File: src/rtl/fetch_unit.sv
// Instruction fetch front end: PC register driving a 2-entry instruction queue with redirect flush.
// Latency: a word fetched at edge N is visible on inst at cycle N+1. Backpressure: inst_ready low stalls PC once the queue is full.
// Optional FETCH_BOUND_EN: freezes fetch and raises sticky fetch_err when PC[31:8] != 0.
module fetch_unit #(
    parameter logic [31:0] RESET_PC = 32'h0000_0000,
    parameter int          QDEPTH   = 2
) (
    input  logic        clk,
    input  logic        rst_n,
    output logic [31:0] imem_addr,
    input  logic [31:0] imem_data,
    input  logic        redirect_valid,
    input  logic [31:0] redirect_pc,
    input  logic        inst_ready,
    output logic        inst_valid,
    output logic [31:0] inst,
    output logic [31:0] inst_pc,
    output logic [31:0] inst_pc4,
    output logic        fetch_err
);

    typedef struct packed {
        logic [31:0] pc;
        logic [31:0] word;
    } entry_t;

    localparam logic [31:0] RESET_PC_ALIGNED = {RESET_PC[31:2], 2'b00};

    entry_t      q_q [QDEPTH];
    entry_t      q_d [QDEPTH];
    logic        rd_ptr_q, rd_ptr_d;
    logic        wr_ptr_q, wr_ptr_d;
    logic [1:0]  count_q, count_d;
    logic [31:0] pc_q, pc_d;

    logic   full;
    logic   push;
    logic   pop;
    logic   halt;
    entry_t head;

`ifdef FETCH_BOUND_EN
    logic err_q, err_d;

    assign halt      = (pc_q[31:8] != 24'd0);
    assign err_d     = err_q | halt;
    assign fetch_err = err_q;

    always_ff @(posedge clk or negedge rst_n) begin
        if (!rst_n) begin
            err_q <= 1'b0;
        end else begin
            err_q <= err_d;
        end
    end
`else
    assign halt      = 1'b0;
    assign fetch_err = 1'b0;
`endif

    assign imem_addr  = pc_q;
    assign full       = (count_q == 2'd2);
    assign inst_valid = (count_q != 2'd0);
    assign head       = q_q[rd_ptr_q];
    assign pop        = inst_valid && inst_ready;
    // A pop in the same cycle frees the slot the push lands in.
    assign push       = !redirect_valid && !halt && (!full || pop);

    assign inst     = inst_valid ? head.word : 32'd0;
    assign inst_pc  = inst_valid ? head.pc : 32'd0;
    assign inst_pc4 = inst_valid ? (head.pc + 32'd4) : 32'd0;

    always_comb begin
        q_d      = q_q;
        rd_ptr_d = rd_ptr_q;
        wr_ptr_d = wr_ptr_q;
        count_d  = count_q;
        pc_d     = pc_q;

        if (redirect_valid) begin
            rd_ptr_d = 1'b0;
            wr_ptr_d = 1'b0;
            count_d  = 2'd0;
            pc_d     = {redirect_pc[31:2], 2'b00};
        end else begin
            if (push) begin
                q_d[wr_ptr_q] = '{pc: pc_q, word: imem_data};
                wr_ptr_d      = ~wr_ptr_q;
                pc_d          = pc_q + 32'd4;
            end
            if (pop) begin
                rd_ptr_d = ~rd_ptr_q;
            end
            count_d = count_q + {1'b0, push} - {1'b0, pop};
        end
    end

    always_ff @(posedge clk or negedge rst_n) begin
        if (!rst_n) begin
            for (int i = 0; i < QDEPTH; i++) begin
                q_q[i] <= '0;
            end
            rd_ptr_q <= 1'b0;
            wr_ptr_q <= 1'b0;
            count_q  <= 2'd0;
            pc_q     <= RESET_PC_ALIGNED;
        end else begin
            q_q      <= q_d;
            rd_ptr_q <= rd_ptr_d;
            wr_ptr_q <= wr_ptr_d;
            count_q  <= count_d;
            pc_q     <= pc_d;
        end
    end

endmodule
File: config.mk
export PLATFORM = sky130hd
export DESIGN_NAME = fetch_unit
export DESIGN_NICKNAME = d
export VERILOG_FILES = /design/src/rtl/fetch_unit.sv
export SDC_FILE = /design/constraint.sdc
export NUM_CORES = 1
export LEC_CHECK = 0
export ABC_AREA = 1
export ABC_CLOCK_PERIOD_IN_PS = 2440
export CORE_ASPECT_RATIO = 0.6
export CORE_MARGIN = 3
export CORE_UTILIZATION = 35
export DETAILED_ROUTE_END_ITERATION = 10
export HOLD_SLACK_MARGIN = 0.15
export SYNTH_ARGS = -nofsm -noshare
export SYNTH_HDL_FRONTEND = slang
export SYNTH_SLANG_ARGS = --single-unit
File: constraint.sdc
create_clock -name clk -period 2.44 [get_ports clk]
set_input_delay 0.366 -clock clk [delete_from_list [all_inputs] [get_ports clk]]
set_output_delay 0.366 -clock clk [all_outputs]
set_load 0.005 [all_outputs]
======== Word-level counts from Yosys, hierarchy flattened ========
Cells that the tools add are included.
W data, S select, Z words.
word-level totals
  register bits after elaboration ......... 164
  word-level logic and storage cells ...... 47
  input port bits ......................... 68
  output and inout bits ................... 130
cells by class
  mux-type cells .......................... 16
  order comparisons ....................... 3
  add/subtract/negate cells ............... 4
  bitwise gates (word level) .............. 5
  reductions and logical operators ........ 10
  equality and inequality tests ........... 1
operator list
  kind                     number
  $mux W64                 4
  $mux W32                 5
  $bwmux W128              1
  $add A32 B3 Y32 const B  2
  $demux W64 S1            1
  $reduce_bool A2 Y1       3
  $ge A2 B2 Y1 const B     2
  $mux W1                  4
  $not A1 Y2               2
  $logic_and A1 B1 Y1      3
  $not A1 Y1               3
  $add A2 B1 Y2            1
  $eq A2 B2 Y1 const B     1
  $logic_not A1 Y1         2
  $lt A2 B1 Y1 const B     1
  $mux W2                  1
  $reduce_and A2 Y1        1
  $sub A2 B1 Y2            1
  $logic_or A1 B1 Y1       1

======== Logic depth before layout (Yosys ltp) ========
  depth in word-level cells ............... 7
  gate-level depth with buffers ........... 13
  gate-level depth less buffers ........... 13

======== Least setup slack after synthesis ========
Ideal clock, no wire load.
  kind .................................... reg-to-output
  start point ............................. reg rd_ptr_q
  end point ............................... out inst_pc4[30]
  arrival time ............................ 1.685 ns
  stages on the path, launching flop included .. 14
  path buffers ............................ 1
  data required time ...................... 2.074 ns
  path slack .............................. 0.389 ns
  cells stage by stage .................... dfrtp_1 -> buf_4 -> nand2_1 -> o21ai_1 -> inv_1 -> ha_1 -> nand2_1 -> nor2_4 -> nand3_2 -> nor2_4 -> nand2_1 -> nand2_1 -> nand2_1 -> inv_1
between the ends
  longest elaborated chain between the ends .. 6
ends and longest elaborated chain
  element                                       line  text
  start, declared                               31    logic rd_ptr_q, rd_ptr_d;
  start signal, assigned                        109   rd_ptr_q <= rd_ptr_d;
  $not A1 Y2 (implied by the code)              64    assign head = q_q[rd_ptr_q];
  $mux W64 (implied by the code) (3 in series)  64
  $add A32 B3 Y32                               71    assign inst_pc4 = inst_valid ? (head.pc + 32'd4) : 32'd0;
  $mux W32                                      71
  end, declared                                 18    output logic [31:0] inst_pc4,
Every way passes these cells. The select of a mux whose other input is x is not followed.

======== Final worst setup path ========
  start point ............................. reg rd_ptr_q
  end point ............................... out inst_pc4[19]
The elaborated chain is that of the path after synthesis.

==> flow_summary.ini <==
[synthesis]
synth_top_family_by_area = simple AND/OR/NAND/NOR gates
ys.warnings.count = 0
synth_mux_area_frac = 0
synth_edf_count = 0
synth.avg_cell_area_um2 = 7.019
synthCells = 1251
synth_seq_area_share = 0.4503
synth_ff_type = dfrtp_1
synth_compound_area_frac = 0.1324
synth_fa_ha_area_frac = 0.005700
ys_ff_latch = 158
yosysUniqueCellTypes = 36
ys_async_sr_fraction = 1.000
yosys.area_share.simple = 0.2999
synth_area_um2 = 8781
synth-xor-area-share = 0.01197

[floorplan]
rows = 44
ios = 198
die_w_um = 210.5
die_area_um2 = 27090
start_util = 0.3592
die_h_um = 128.7
core_area_um2 = 24440

[detailed_routing]
viasPerCell = 4.915
ant_nets = 0
first_pass_iters = 5
drc = 0
vias = 9284
drt_iter0_markers = 903
wl_per_cell_um = 16.47
totalWireLength_mm = 31.11

[global_route]
grtUsageTotal = 0.2243
grt_max_degree = 84
antenna_found_initial = 0
grt_pass1_wl_mm = 47.84
grt_pass1_vias = 8520
grt-ovfl-total = 0

[timing]
holdWs_ns = 0.4557
max_slew.worst_pin.slew_ns = 0.5573
clock_skew_ns = 0.01061
finalCritPeriodShare = 1.116
relSlewSlack = 0.6284
setup_ws_ns = -0.2837
post-route-min-period_ns = 2.724
finalSetupViolCount = 61
drv_slew = 0
rsz0062_at_grt = yes
fmax_mhz = 367.2
finalHoldViolations = 0

[power_and_ir_drop]
power_leakage_nw = 6.445
power_frac_clock = 0.182
cellPowerDensity_nw_per_um2 = 1066
p_comb_frac = 0.519
switchingPower_mw = 5.807
sw_frac_of_total = 0.4114
peakVddDrop_mv = 0.4682
cell_internal_pwr_mw = 8.307
total_power_mw = 14.11
p_seq_frac = 0.299

[cells_and_area]
num-nets-final = 1626
final_util = 0.5417
fin_cells = 1889
drive_above_1_share = 0.2374
register_area_um2 = 3956
area_delta_synth_final_pct = 50.80
multi_input_area_um2 = 4631
fillerInstances = 2316
n_antenna_cell = 0

[worst_setup_path]
cp.arrival_ns = 2.36
worst_setup_path_end_kind = output port
critPathLaunchType = flop
path_class = reg2out
cp_max_fo = 8
worstPathRequired_ns = 2.07

[run_status]
failed_checks = setup timing
status = complete, but fails checks

[clock_tree]
cts-htree-levels = 4
cts_tree = done
clk_latency_ns = 0.43
cts_buffer_depth = 2
cts_made_buffers = 17
clkTransAtPathRegs_ns = 0.07
cts-root-buf = clkbuf_16
cts.sinks = 158

[place]
place_inst = 1800
io_buffers = 188
place_hpwl_mm = 21.65
place.gp.congestion = 0.8888

[hold_path]
hp-class = in2async

[flow_run]
cap_violations = 0
==> layout by cell type, fill, tap and decap left out, types with 9 or more instances in the layout <==
cell type / count
nand2_4: 37
nor2_2: 17
nor2_1: 67
buf_12: 10
dlygate4sd2_1: 13
clkdlybuf4s50_1: 131
buf_2: 27
buf_4: 110
buf_6: 31
nand3_2: 10
a21oi_1: 46
nand4_1: 12
o21ai_0: 139
nor2_4: 20
nand3_1: 41
dfrtp_1: 156
inv_2: 12
nand2_2: 34
nand2_1: 392
inv_1: 123
nor3_1: 13
clkbuf_16: 18
o211ai_1: 9
==> path summary, 6_finish.rpt <==
path                       slack, ns         start  depth (start not counted)            end
min in group clk                0.49        q_q[9]                          2         q_q[9]
setup reg to reg                0.56  imem_addr[3]                          9  imem_addr[24]
hold reg to reg                 0.49        q_q[9]                          2         q_q[9]
max in group asynchronous       1.25         rst_n                          3        q_q[30]
setup / recovery               -0.28      rd_ptr_q                         13   inst_pc4[19]
hold / removal                  0.46         rst_n                          2  imem_addr[15]
==> metal layers <==
layer | wire (µm) | GRT usage
met2 | 12540 | 0.3046
met4 | 144 | 0.03423
met3 | 2613 | 0.04435
met5 | 0 | 0
met1 | 15810 | 0.3676
==> Yosys cell counts (3+ instances only) <==
cell / number / share of area
buf_2: 5 / 0.0028
nand2_2: 6 / 0.0043
xor2_1: 10 / 0.010
o221ai_1: 3 / 0.0030
nand2_1: 457 / 0.20
buf_1: 3 / 0.0013
buf_4: 24 / 0.021
nor2_2: 5 / 0.0036
nor3_1: 14 / 0.0080
a21oi_1: 52 / 0.030
inv_1: 137 / 0.059
o21ai_1: 4 / 0.0023
o211ai_1: 9 / 0.0077
inv_2: 3 / 0.0013
nor2_1: 95 / 0.041
clkbuf_1: 29 / 0.012
nand4_1: 12 / 0.0085
o21ai_0: 147 / 0.084
nor2_4: 4 / 0.0051
nand3_1: 51 / 0.029
ha_1: 4 / 0.0057
dfrtp_1: 158 / 0.45
==> power groups by stage <==
| stage | Combinational, mW | Clock [mW] | Sequential [mW] |
|---|---|---|---|
| 2_1_floorplan | 2.92 | 0 | 4.00 |
| 6_report | 7.33 | 2.57 | 4.22 |
| 3_5_place_dp | 6.25 | 0 | 4.18 |
| 4_1_cts | 6.77 | 2.62 | 4.18 |
| 5_1_grt | 8.01 | 2.74 | 4.33 |
| 3_3_place_gp | 6.18 | 0 | 4.15 |
==> timing repair <==
item                                    CTS  global route
endpoints found under the setup margin   86            82
gates resized for setup                 292           102
setup buffers                            36            21
hold buffers                              1             0
pin swaps                                71            50
cloned                                    1             1
endpoints found under the hold margin    49             0
==> flip-flops by register name, summed over array words and instances (netlist names) <==
register and cells:
wr_ptr_q 1, q_q 124, imem_addr 30, rd_ptr_q 1
count_q 2
==> metrics by stage <==
step           setup slack, ns  cell area [µm²]  TNS (ns)
2_1_floorplan           0.3888             8803         0
3_3_place_gp           -0.1815            11580    -2.612
3_5_place_dp           -0.2148            11580    -3.659
4_1_cts                -0.2890            12850    -10.20
5_1_grt                -0.3984            13240    -17.02
6_report               -0.2837            13240    -9.537
==> logic make-up (layout without fill, tap and decap cells) <==
| family | after synthesis | after routing |
|---|---|---|
| DFF | 158 | 158 |
| adders and majority gates | 4 | 4 |
| buffers and inverters | 204 | 514 |
| xor gates and xnor gates | 12 | 12 |
| other | 1 | 7 |
| and+or+nand+nor | 650 | 650 |
| AOI/OAI and AO/OA | 222 | 222 |
==> area by class of cell <==
class / count / share of cell area
Clock buffer: 18 / 0.03317
Clock inverter: 14 / 0.009449
Inverter: 142 / 0.04167
Multi-Input combinational cell: 895 / 0.3497
Sequential cell: 158 / 0.2988
Tap cell: 322 / 0.03043
Timing Repair Buffer: 340 / 0.2368
==> critical path: stages, from the launching register on <==
cell and delay, ns:
dfrtp_2 0.48, clkinv_4 0.13, buf_12 0.15, nand2_4 0.05
nand2_4 0.08, nand2_4 0.08, nor2_4 0.16, nand3b_1 0.14
buf_4 0.17, nor2_4 0.12, buf_6 0.12, nor2_2 0.03
a21oi_2 0.10, buf_2 0.12
Power figures use the tool's default switching activity.
